**src/rtl/hawk_pkg.sv**
```systemverilog
// Shared definitions for the pedestrian request block: FSM encoding and
// default parameter values used by hawk_ped_request and hawk_debounce.
package hawk_pkg;

    typedef enum logic [1:0] {
        ST_IDLE    = 2'd0,
        ST_ARMED   = 2'd1,
        ST_SERVING = 2'd2,
        ST_LOCKOUT = 2'd3
    } req_state_t;

    localparam int DB_CYCLES_DEF     = 16;
    localparam int TICK_DIV_DEF      = 100;
    localparam int MIN_GAP_TICKS_DEF = 8;

    localparam logic [3:0] COUNT_MAX = 4'd15;

endpackage

```
**src/rtl/hawk_debounce.sv**
```systemverilog
// Two-flop synchronizer followed by a stability-count debouncer for the
// pedestrian push button.
module hawk_debounce
    import hawk_pkg::*;
#(
    parameter int DB_CYCLES = DB_CYCLES_DEF
) (
    input  logic clk,
    input  logic reset,
    input  logic din,
    output logic dout
);

    logic       sync1;
    logic       sync2;
    logic [7:0] cnt;

    // The count runs while the synchronized level disagrees with dout; the
    // commit happens on the sample after DB_CYCLES disagreements, which puts
    // the output change 2+DB_CYCLES edges after the first raw sample.
    always_ff @(posedge clk or posedge reset) begin
        if (reset) begin
            sync1 <= 1'b0;
            sync2 <= 1'b0;
            cnt   <= 8'd0;
            dout  <= 1'b0;
        end else begin
            sync1 <= din;
            sync2 <= sync1;
            if (sync2 == dout) begin
                cnt <= 8'd0;
            end else if (cnt == 8'(DB_CYCLES)) begin
                dout <= sync2;
                cnt  <= 8'd0;
            end else begin
                cnt <= cnt + 8'd1;
            end
        end
    end

endmodule

```
**src/rtl/hawk_ped_request.sv**
```systemverilog
// Pedestrian request latch: debounced button, request FSM, tick divider and
// walk counter. Define HAWK_REQ_LOCKOUT_EN to add the post-crossing lockout.
module hawk_ped_request
    import hawk_pkg::*;
#(
    parameter int DB_CYCLES     = DB_CYCLES_DEF,
    parameter int TICK_DIV      = TICK_DIV_DEF,
    parameter int MIN_GAP_TICKS = MIN_GAP_TICKS_DEF
) (
    input  logic       clk,
    input  logic       reset,
    input  logic       btn_raw,
    input  logic       ack,
    input  logic       cycle_done,
    input  logic       clr_count,
    input  logic       inc_count,
    output logic       YP,
    output logic [3:0] count,
    output logic       tick,
    output logic       btn_clean,
    output logic       req_pending,
    output logic       lockout
);

    localparam int DIV_W = $clog2(TICK_DIV);

    req_state_t       state;
    req_state_t       state_n;
    logic             pend;
    logic             pend_n;
    logic             clean_d;
    logic             press;
    logic [DIV_W-1:0] div;

    hawk_debounce #(
        .DB_CYCLES(DB_CYCLES)
    ) u_debounce (
        .clk  (clk),
        .reset(reset),
        .din  (btn_raw),
        .dout (btn_clean)
    );

    assign press = btn_clean & ~clean_d;
    assign tick  = (div == DIV_W'(TICK_DIV - 1));

    always_ff @(posedge clk or posedge reset) begin
        if (reset) begin
            clean_d <= 1'b0;
            div     <= '0;
        end else begin
            clean_d <= btn_clean;
            div     <= tick ? '0 : div + 1'b1;
        end
    end

    always_ff @(posedge clk or posedge reset) begin
        if (reset) begin
            count <= 4'd0;
        end else if (clr_count) begin
            count <= 4'd0;
        end else if (inc_count && tick && count != COUNT_MAX) begin
            count <= count + 4'd1;
        end
    end

`ifdef HAWK_REQ_LOCKOUT_EN
    logic [7:0] gap;
    logic [7:0] gap_n;

    always_ff @(posedge clk or posedge reset) begin
        if (reset) begin
            gap <= 8'd0;
        end else begin
            gap <= gap_n;
        end
    end
`endif

    always_ff @(posedge clk or posedge reset) begin
        if (reset) begin
            state <= ST_IDLE;
            pend  <= 1'b0;
        end else begin
            state <= state_n;
            pend  <= pend_n;
        end
    end

    always_comb begin
        state_n = state;
        pend_n  = pend;
`ifdef HAWK_REQ_LOCKOUT_EN
        gap_n   = gap;
`endif
        case (state)
            ST_IDLE: begin
                if (press) begin
                    state_n = ST_ARMED;
                end
            end
            // Presses while armed are dropped; ack takes priority.
            ST_ARMED: begin
                if (ack) begin
                    state_n = ST_SERVING;
                end
            end
            ST_SERVING: begin
                if (press) begin
                    pend_n = 1'b1;
                end
                if (cycle_done) begin
`ifdef HAWK_REQ_LOCKOUT_EN
                    state_n = ST_LOCKOUT;
                    gap_n   = 8'(MIN_GAP_TICKS);
`else
                    if (pend_n) begin
                        state_n = ST_ARMED;
                        pend_n  = 1'b0;
                    end else begin
                        state_n = ST_IDLE;
                    end
`endif
                end
            end
            ST_LOCKOUT: begin
`ifdef HAWK_REQ_LOCKOUT_EN
                if (press) begin
                    pend_n = 1'b1;
                end
                if (gap == 8'd0) begin
                    if (pend_n) begin
                        state_n = ST_ARMED;
                        pend_n  = 1'b0;
                    end else begin
                        state_n = ST_IDLE;
                    end
                end else if (tick) begin
                    gap_n = gap - 8'd1;
                end
`else
                state_n = ST_IDLE;
`endif
            end
            default: state_n = ST_IDLE;
        endcase
    end

    assign YP          = (state == ST_ARMED);
    assign req_pending = pend | (state == ST_ARMED);
`ifdef HAWK_REQ_LOCKOUT_EN
    assign lockout     = (state == ST_LOCKOUT);
`else
    assign lockout     = 1'b0;
`endif

endmodule

```
**config.mk**
```make
export PLATFORM = sky130hd
export DESIGN_NAME = hawk_ped_request
export DESIGN_NICKNAME = d
export VERILOG_FILES = /design/src/rtl/hawk_pkg.sv /design/src/rtl/hawk_debounce.sv /design/src/rtl/hawk_ped_request.sv
export SDC_FILE = /design/constraint.sdc
export NUM_CORES = 1
export LEC_CHECK = 0
export BUFFER_PORTS_ARGS = -buffer_cell sky130_fd_sc_hd__buf_2
export CORE_ASPECT_RATIO = 1.1
export CORE_MARGIN = 8
export CORE_UTILIZATION = 40
export CTS_CLUSTER_SIZE = 30
export DETAILED_ROUTE_END_ITERATION = 10
export PLACE_DENSITY = 0.59
export RECOVER_POWER = 100
export SYNTH_ARGS = -nofsm -noshare
export SYNTH_HDL_FRONTEND = slang
export SYNTH_SLANG_ARGS = --single-unit
```
**constraint.sdc**
```tcl
create_clock -name clk -period 1.8 [get_ports clk]
set_input_delay 0.54 -clock clk [delete_from_list [all_inputs] [get_ports clk]]
set_output_delay 0.54 -clock clk [all_outputs]
set_load 0.005 [all_outputs]
```
# Word level (Yosys, flattened, before mapping)
# Cells that the tools add are included.
dict set report classes {
  n_lt_le_gt_ge 0
  n_mul 0
  eq_ne 10
  n_mux 13
  n_addsub 3
  div 0
  bitwise 4
  reduce_logical 6
  shift 0
}
# operator count
set ops {}
lappend ops {{8-bit 2-to-1 mux} 2}
lappend ops {{8-bit by 1-bit adder with 8-bit output (second input constant)} 1}
lappend ops {{8-bit by 5-bit == test with 1-bit output (second input constant)} 1}
lappend ops {{4-bit 2-to-1 mux} 2}
lappend ops {{2-bit one-hot mux with 4 select lines} 1}
lappend ops {{7-bit by 1-bit adder with 7-bit output (second input constant)} 1}
lappend ops {{7-bit == test (second input constant)} 1}
lappend ops {{7-bit 2-to-1 mux} 1}
lappend ops {{2-bit 2-to-1 mux} 3}
lappend ops {{2-bit != test (second input constant)} 3}
lappend ops {{4-bit by 1-bit adder with 4-bit output (second input constant)} 1}
lappend ops {{2-bit == test (second input constant)} 2}
lappend ops {{1-bit 2-to-1 mux} 4}
lappend ops {{4-bit != test (second input constant)} 1}
lappend ops {{3-bit AND reduction} 1}
lappend ops {{2-bit by 1-bit == test with 1-bit output (second input constant)} 1}
lappend ops {{1-bit logical AND} 2}
lappend ops {{2-bit zero test} 1}
lappend ops {{1-bit inverter} 2}
lappend ops {{2-bit AND reduction} 1}
lappend ops {{2-bit nonzero test} 1}
lappend ops {{1-bit AND} 1}
lappend ops {{1-bit == test} 1}
lappend ops {{1-bit bitwise OR} 1}
dict set report word_totals {
  rom_bits 0
  reg_bits 26
  ramBits 0
  in_bits 7
  latchBits 0
  output_inout_bits 9
  mem_count 0
  elab_cells 45
}

# Longest topological paths before layout
# Gate-level depths: netlist (run 1).
dict set report logic_depth {
  word_depth 7
  mapped_depth 6
  mapped_depth_nobuf 6
}

# Modules after synthesis
# A second synthesis (run 1) with hierarchy kept.
dict set report hier_totals {
  cells_unflattened 116
  hier_area_um2 1211.2
}
# module area_per_inst_um2 cells_each seq_area_each_um2 instances
set by_module_without_submodules {}
lappend by_module_without_submodules {hawk_ped_request 711.9 69 375.4 1}
lappend by_module_without_submodules {hawk_debounce 499.2 47 275.3 1}

# Worst setup path after synthesis (run 1)
# Ideal clock, no wire load.
dict set report synth_path {
  kind {register to output}
  startpoint {register div[4]}
  endpoint {output tick}
  required_time_ps 1260
  t_arrival_ps 961
  stages_incl_launch_ff 3
  setup_slack_ps 299
  path_buffers 0
  cell_sequence {dfrtp_1 > and4bb_2 > nor2b_1}
}
dict set report synth_between {
  elab_chain_len 1
}
# element line
set synth_rtl {}
lappend synth_rtl {{start, declared} hawk_ped_request.sv:33} ;# logic [DIV_W-1:0] div;
lappend synth_rtl {{start signal, assigned} hawk_ped_request.sv:53} ;# div <= tick ? '0 : div + 1'b1;
lappend synth_rtl {{7-bit == test} hawk_ped_request.sv:45} ;# assign tick = (div == DIV_W'(TICK_DIV - 1));
lappend synth_rtl {{end, declared} hawk_ped_request.sv:19} ;# output logic tick,
# No other way between the ends.

# Final worst setup path (run 1)
dict set report layout_path {
  startpoint {register div[3]}
  endpoint {output tick}
}
# The elaborated chain is that of the path after synthesis.

==> results.ini, run 1 <==
[run_status]
status=complete, but fails checks
violations=setup timing

[clock_tree]
cts_max_level=1
numCtsBuffers=3
clkLatencyLatePin_ns=0.32
clk_path_buf_depth=2
cts_tree=built
path_clk_slew_ns=0.14
clock_sinks=26
cts_root_buffer=clkbuf_4

[setup_path]
crit_family=simple AND/OR/NAND/NOR gates
cp-start-kind=register
worstRegToRegCells=5
r2r-end=count[3]
crit_chain=and4bb_2, nor2b_4, buf_2
path_max_fanout=2
crit_path_end_kind=output port
cpPeakStageDelay_ns=0.42
reg2reg_from=div[3]
critPathBufInv=1
required_ns=1.26
worst_ep_arrival_time_ns=1.32
rrSetupSlack_ns=0.22
criticalPathCategory=register to output port
slowest_stage=dfrtp_1

[power]
p_leak_nw=0.668
powerDensity_nw_per_um2=708
clkPwrFrac_pct=29.7
pwr-share-comb_pct=8.5
seq_power_share_pct=61.8
switching_power_mw=0.231
swShare_pct=23.0
internal-power_mw=0.772
ir_drop_uv=493

[sta]
drv_slew=0
clock-skew-final_ns=0.00307
rsz0062_at_grt=true
post-route-period-util_pct=103
worst_pin_slew_ns=1.39
timing.final.ws_setup_ns=-0.0629
worst_hold_slack_ns=0.321
min_period_ns=1.86
setup_viol=1
slew_headroom_pct=7.34
timing.fmax_ghz=0.537
finalHoldViolCount=0

[detailed_routing]
drt_wl_total_um=2240
drt_iter0_drc=40
wl_per_cell_um=13.1
drc=0
ant_nets=0
first_pass_iters=4
routed-via-count=868
viasPerCell=5.08

[synth]
yosysWarningCount=0
ys_seq_area_share_pct=54.6
synthCells=113
synth_most_common_cell=dfrtp_1
synthesis.nets=124
yosys.cell_types.count=29
async_flop_share_pct=100
synth_seq_cells=26
syn_area_per_cell_um2=10.6
yosys.area.top_type=dfrtp_1
synth_flop_cell=dfrtp_1
synth_top_area_share_pct=54.6
syn_area_um2=1190
synthTopCellsByCount=26 x dfrtp_1, 17 x nor2_1, 8 x nand3_1
synth-edff-count=0
synth_area_leaders=dfrtp_1 55%, nor2_1 5.4%, ha_1 4.2%

[placement]
place_ws_ns=0.129
place_inst=160
portBuffers=14
dp.final_hpwl_um=1530
gp_congestion=0.831
placed_area_um2=1300

[grt]
grt_overflow_total=0
grt_pass1_wl_um=3890
grt.total_usage_pct=9.95
antenna_found_initial=0
grt_max_degree=27
first_global_vias=871

[layout]
nets=150
syn_to_final_growth_pct=18.8
diodes=0
layout.cells.non_filler=171
drive_above_1_share_pct=26.1
fin_area_um2=1420

[die]
design.die.area_um2=4990
rows=20
core_area_um2=2800
die_width_um=68.1
die_h_um=73.3
start_util_pct=42.5
pin_count=16

[min_path]
hold_start=btn_raw
whs_path_depth=1
hp-class=input pin to register
hold_end=u_debounce.sync1

[job]
cap_violations=0

==> power by group through the flow <==
stage | registers (mW) | clock network (mW) | logic (mW)
after global placement | 0.630 | 0 | 0.0785
after global routing | 0.625 | 0.327 | 0.0975
after detailed placement | 0.630 | 0 | 0.0801
after floorplan | 0.627 | 0 | 0.0503
after CTS | 0.619 | 0.307 | 0.0811
final | 0.620 | 0.297 | 0.0855
==> worst register-to-register path, stage by stage, from the launching register on <==
cell,delay (ns)
dfrtp_1,0.42
and4bb_2,0.31
buf_4,0.13
nand4b_4,0.14
or3_1,0.36
a21oi_1,0.16
==> sequential cells by signal, summed over array words and instances, names as in the netlist <==
name and count:
div 7, state 2, u_debounce.sync2 1, count 4
pend 1, u_debounce.cnt 8, u_debounce.dout 1, clean_d 1
u_debounce.sync1 1
==> repair_timing <==
action                                  4_1_cts  5_1_grt
buffers inserted                              4        3
hold buffers                                  0        0
endpoints found under the setup margin        2        2
pin swaps                                     1        1
gates resized for setup                       3        6
==> cells by family after synthesis <==
kind of cell	Yosys count	synth area share, %
simple gates	48	21.4
flops	26	54.6
compound gates	14	6.93
xor+xnor	10	7.34
buf+inv	7	2.52
fa+ha+maj	4	4.20
mux	3	2.73
other cells	1	0.314
==> placed cells by master, fill, tap and decap left out, types with 3 or more instances in the layout <==
| cell | instances |
|---|---|
| dfrtp_1 | 24 |
| xnor2_1 | 5 |
| o21ai_0 | 4 |
| nand3_1 | 8 |
| nor2_1 | 16 |
| inv_1 | 5 |
| buf_4 | 7 |
| ha_1 | 3 |
| buf_2 | 14 |
| clkbuf_4 | 3 |
| a21oi_1 | 5 |
| nand2_1 | 7 |
| xor2_1 | 5 |
==> per-layer routing <==
metal / up-vias / GRT usage (%) / wire length (µm)
met2: 22 / 14.4 / 982
met4: 0 / 4.78 / 31
met1: 411 / 12.8 / 1080
met5: - / 0 / 0
met3: 4 / 3.35 / 148
li1: 431 / - / -
==> worst max path at each step <==
| stage | depth (start not counted) | slack, ns | from | endpoint |
|---|---|---|---|---|
| after floorplan | 2 | 0.30 | div[4] | tick |
| after global placement | 3 | 0.14 | div[4] | tick |
| after detailed placement | 3 | 0.13 | div[3] | tick |
| after CTS | 3 | -0.12 | div[3] | tick |
| after global routing | 3 | -0.13 | div[3] | tick |
| final | 3 | -0.06 | div[3] | tick |
==> final cells by class <==
cell class / instances / area [µm²]
clock buffers: 4 / 36.3
fillers: 251 / 1390
inverters: 6 / 22.5
multi-input cells: 80 / 537
flip-flops and latches: 26 / 653
well taps: 33 / 41.3
repair buffers: 22 / 126
==> stage by stage <==
step / power [mW] / utilization (%) / TNS [ns]
3_5_place_dp: 0.710 / 46.5 / 0
2_1_floorplan: 0.677 / - / 0
5_1_grt: 1.05 / 50.5 / -0.278
6_report: 1.00 / 50.5 / -0.0629
3_3_place_gp: 0.708 / 46.5 / 0
4_1_cts: 1.01 / 49.2 / -0.123
(Power assumes the default switching activity.)
==> inputs of run 2 (changes only) <==
CORE_ASPECT_RATIO = 1.25   (was 1.1)
==> run 2 against run 1 <==
Compared with the run above: the flow still finishes with violations (setup timing); largest power group unchanged; critical endpoint unchanged; fmax rose by 2.3%; worst setup slack better by 0.042 ns; non-clock buffer count grew 3.
==> results.ini, run 2 (same netlist as run 1, synthesis figures left out) <==
[sta]
finalHoldViolCount=0  ; unchanged
worst_pin_slew_ns=1.33  ; -0.0556 ns
slew_headroom_pct=11.0  ; +3.7 points
setup_viol=1  ; unchanged
clock-skew-final_ns=0.00119  ; -0.00188 ns
timing.fmax_ghz=0.549  ; +2.3%
drv_slew=0  ; unchanged
timing.final.ws_setup_ns=-0.0209  ; +0.0420 ns
post-route-period-util_pct=101  ; -2.3 points
worst_hold_slack_ns=0.322  ; +0.000996 ns
rsz0062_at_grt=true
min_period_ns=1.82  ; -0.0420 ns

[clock_tree]
cts_tree=built
clk_path_buf_depth=2  ; unchanged
clock_sinks=26  ; unchanged
clkLatencyLatePin_ns=0.31  ; about the same
numCtsBuffers=3  ; unchanged
cts_max_level=1  ; unchanged
path_clk_slew_ns=0.14  ; about the same
hold_buffers=0  ; unchanged
cts_root_buffer=clkbuf_4

[setup_path]
worst_ep_arrival_time_ns=1.28  ; -0.04 ns
cp-start-kind=register
crit_chain=and4bb_2, nor2b_4, buf_2
path_max_fanout=2  ; unchanged
criticalPathCategory=register to output port
crit_path_end_kind=output port
cpPeakStageDelay_ns=0.41  ; about the same
required_ns=1.26  ; about the same
worstRegToRegCells=6  ; +1
slowest_stage=dfrtp_1

[detailed_routing]
wl_per_cell_um=12.9  ; -1.5%
routed-via-count=886  ; +2.1%
ant_nets=0  ; unchanged
first_pass_iters=4  ; unchanged
drc=0  ; unchanged
viasPerCell=5.01  ; -1.4%
drt_wl_total_um=2280  ; +2.0%
drt_iter0_drc=36  ; -10%

[layout]
multi_input_area_um2=539  ; +0.47%
diodes=0  ; unchanged
fillers=277  ; +10%
final-seq-area_um2=651  ; -0.38%
nets=153  ; +2.0%
final_cell_mix=26 x dfrtp_1, 16 x nor2_1, 14 x buf_2
largest_register=u_debounce.cnt
mostFrequentLayoutCell=dfrtp_1
largest_reg_flops=8  ; unchanged
fin_util_pct=50.5  ; -0.059 points
drive_above_1_share_pct=26.2  ; +0.15 points
syn_to_final_growth_pct=22.4
biggestRegsByFlops=u_debounce.cnt x8, div x7, count x4

[min_path]
whs_path_depth=1  ; unchanged
hp-class=input pin to register

[die]
rows=22  ; +10%
core_area_um2=2890  ; +3.1%
design.die.area_um2=5000  ; +0.18%
die_h_um=77.0  ; +5.2%
start_util_pct=41.3  ; -1.3 points
die_width_um=64.8  ; -4.7%
pin_count=16  ; unchanged

[grt]
grt_overflow_total=0  ; unchanged
grt_pass1_wl_um=3950  ; +1.6%
antenna_found_initial=0  ; unchanged
first_global_vias=963  ; +11%
grt.total_usage_pct=9.58  ; -0.38 points
grt_max_degree=27  ; unchanged

[run_status]
violations=setup timing
status=complete, but fails checks

[power]
p_total_mw=1.10  ; +10%
powerDensity_nw_per_um2=757  ; +6.9%
ir_drop_uv=459  ; -7.0%
p_leak_nw=0.691  ; +3.5%

[placement]
portBuffers=14  ; unchanged
dp.final_hpwl_um=1630  ; +6.5%
gp_congestion=0.771  ; -7.3%

[job]
cap_violations=0  ; unchanged

[run 2: final cells by class]
cell class                      count  share of cell area (%)
Clock buffer                        3                    1.54
Multi-Input combinational cell     80                    37.0
Timing Repair Buffer               25                    10.2
Clock inverter                      1                    2.06
Inverter                            6                    1.54
Sequential cell                    26                    44.6
Tap cell                           36                    3.09
[run 2: report_power, final]
group	switching (mW)	internal, mW
clock	0.172	0.225
combinational	0.0411	0.0444
sequential	0.0178	0.604
[run 2: what timing repair did]
action	4_1_cts	5_1_grt
resized for setup	5	3
buffers inserted	8	2
setup endpoints to repair	2	2
pin swaps	1	2
[run 2: final timing paths]
kind / endpoint / startpoint / slack (ns)
max: tick / div[4] / -0.02
min: u_debounce.sync1 / btn_raw / 0.32
max reg2reg: count[3] / div[4] / 0.15
min reg2reg: u_debounce.sync2 / u_debounce.sync1 / 0.37
max in group asynchronous: u_debounce.cnt[5] / reset / 0.39
min in group asynchronous: div[1] / reset / 0.64
[run 2: per-layer routing]
metal / vias up / global-route usage [%] / share of wire [%]
li1: 439 / - / -
met1: 420 / 10.7 / 45
met2: 21 / 16.2 / 49
met3: 6 / 2.03 / 4.5
met4: 0 / 5.47 / 1.9
met5: - / 0 / 0
[run 2: per-stage QoR]
stage          std cells  setup TNS, ns  setup slack, ns  area (µm²)
3_5_place_dp         163              0            0.121        1310
3_3_place_gp         163              0            0.139        1310
5_1_grt              177         -0.150           -0.132        1460
6_report             177        -0.0209          -0.0209        1460
4_1_cts              175        -0.0347          -0.0347        1440
2_1_floorplan        113              0            0.299        1190
[run 2: critical path, delay by kind of cell (launching register included)]
family	cells	cell delay, ns
simple gates	2	0.45
flops	1	0.41
buf+inv	1	0.11
==> inputs of run 3 (changes only) <==
CORE_MARGIN = 2   (was 8)
HOLD_SLACK_MARGIN = 0.05   (was default)
RECOVER_POWER = 50   (was 100)
==> run 3 against run 2 <==
Compared with the run above: the flow still finishes with violations (setup timing); register-to-register slack gained 0.02 ns; fmax about the same; worst setup slack lost 0.00081 ns; sequential power barely moved; final cell count decreased by 0.56%.
==> results.ini, run 3 (same netlist as run 1, synthesis figures left out) <==
[run_status]
status=complete, but fails checks
violations=setup timing

[die]
die_h_um=65.0  ; -16%
design.die.area_um2=3440  ; -31%
core_area_um2=2890  ; unchanged
start_util_pct=41.3  ; unchanged
die_width_um=52.8  ; -19%
pin_count=16  ; unchanged
rows=22  ; unchanged

[detailed_routing]
routed-via-count=877  ; -1.0%
ant_nets=0  ; unchanged
drt_iter0_drc=26  ; -28%
drc=0  ; unchanged
viasPerCell=4.98  ; -0.45%
first_pass_iters=4  ; unchanged
wl_per_cell_um=11.8  ; -8.2%
drt_wl_total_um=2080  ; -8.7%

[setup_path]
worst_ep_arrival_time_ns=1.28  ; about the same
crit_family=simple AND/OR/NAND/NOR gates
criticalPathCategory=register to output port
cpPeakStageDelay_ns=0.41  ; about the same
required_ns=1.26  ; about the same
path_max_fanout=2  ; unchanged
slowest_stage=dfrtp_1
cp-startpoint=div[4]
crit_chain=and4bb_2, nor2b_4, buf_2
crit_path_end_kind=output port
cp-start-kind=register
reg2reg_from=div[4]
critPathBufInv=1  ; unchanged

[clock_tree]
clkLatencyLatePin_ns=0.31  ; about the same
path_clk_slew_ns=0.12  ; -0.02 ns
cts_tree=built
hold_buffers=0  ; unchanged
cts_max_level=1  ; unchanged
clk_path_buf_depth=2  ; unchanged
clock_sinks=26  ; unchanged
numCtsBuffers=3  ; unchanged
cts_root_buffer=clkbuf_4

[sta]
drv_slew=0  ; unchanged
timing.fmax_ghz=0.549  ; about the same
slew_headroom_pct=11.5  ; +0.47 points
setup_viol=1  ; unchanged
post-route-period-util_pct=101  ; about the same
timing.final.ws_setup_ns=-0.0217  ; -0.000810 ns
finalSetupTns_ns=-0.0217  ; -0.000810 ns
worst_pin_slew_ns=1.33  ; -0.00712 ns
rsz0062_at_grt=true
min_period_ns=1.82  ; +0.000810 ns
finalHoldViolCount=0  ; unchanged
clock-skew-final_ns=0.00691  ; +0.00572 ns

[power]
p_total_mw=0.939  ; -15%
ir_drop_uv=396  ; -14%
powerDensity_nw_per_um2=657  ; -13%
p_leak_nw=0.677  ; -2.1%

[min_path]
hp-class=input pin to register
hold_start=btn_raw

[layout]
fin_area_um2=1430  ; -2.0%
syn_to_final_growth_pct=19.9
nets=153  ; unchanged
biggestRegsByFlops=u_debounce.cnt x8, div x7, count x4
largest_register=u_debounce.cnt
mostFrequentLayoutCell=dfrtp_1
diodes=0  ; unchanged
final_cell_mix=25 x dfrtp_1, 16 x nor2_1, 14 x buf_2
drive_above_1_share_pct=27.1  ; +0.90 points
largest_reg_flops=8  ; unchanged
fin_util_pct=49.5  ; -1.0 points

[placement]
gp_congestion=0.834  ; +8.3%
place_ws_ns=0.129  ; +0.00776 ns
dp.final_hpwl_um=1470  ; -9.7%
portBuffers=14  ; unchanged
placed_area_um2=1310  ; unchanged

[grt]
grt_overflow_total=0  ; unchanged
grt_max_degree=27  ; unchanged
grt_pass1_wl_um=3860  ; -2.3%
antenna_found_initial=0  ; unchanged
grt.total_usage_pct=14.9  ; +5.3 points
first_global_vias=932  ; -3.2%

[job]
cap_violations=0  ; unchanged

## run 3: through the flow
| stage | hold slack, ns | std cells |
|---|---|---|
| after global placement | 0.334 | 163 |
| final | 0.338 | 176 |
| after floorplan | 0.331 | 113 |
| after CTS | 0.251 | 174 |
| after global routing | 0.310 | 176 |
| after detailed placement | 0.344 | 163 |
## run 3: path summary, 6_finish.rpt
| path | endpoint | slack (ns) | cells past startpoint |
|---|---|---|---|
| setup / recovery | tick | -0.02 | 3 |
| hold / removal | u_debounce.sync1 | 0.34 | 1 |
| setup reg to reg | count[2] | 0.17 | 6 |
| hold reg to reg | u_debounce.sync2 | 0.37 | 0 |
| max in group asynchronous | state[1] | 0.28 | 3 |
| min in group asynchronous | count[1] | 0.64 | 3 |
## run 3: area by class of cell
type	instances	area [µm²]
Tap cell	36	45.0
Clock buffer	3	22.5
Inverter	6	22.5
Multi-Input combinational cell	80	539
Fill cell	283	1460
Timing Repair Buffer	25	149
Sequential cell	26	652
## run 3: worst reg2reg max path, delay by kind of cell (launching register included)
kind,cells,cell delay (ns)
simple gates,3,0.58
flops,1,0.41
mux,1,0.34
buf+inv,2,0.22
## run 3: metal layers
metal  vias up  wire [µm]  GRT usage [%]
met4         0         28           6.09
met3         4         93           2.07
li1        437          -              -
met5         -          0              0
met1       411        892           18.8
met2        25       1070           25.0
## run 3: repair_timing
item,4_1_cts,5_1_grt
resized for setup,5,4
pin swaps,1,2
buffers inserted,8,2
setup endpoints to repair,2,2
cloned,0,0
## run 3: power breakdown
part           switching (mW)  internal [mW]  total, mW
clock network           0.153         0.0781      0.231
logic                  0.0421         0.0449     0.0870
registers              0.0179          0.603      0.621
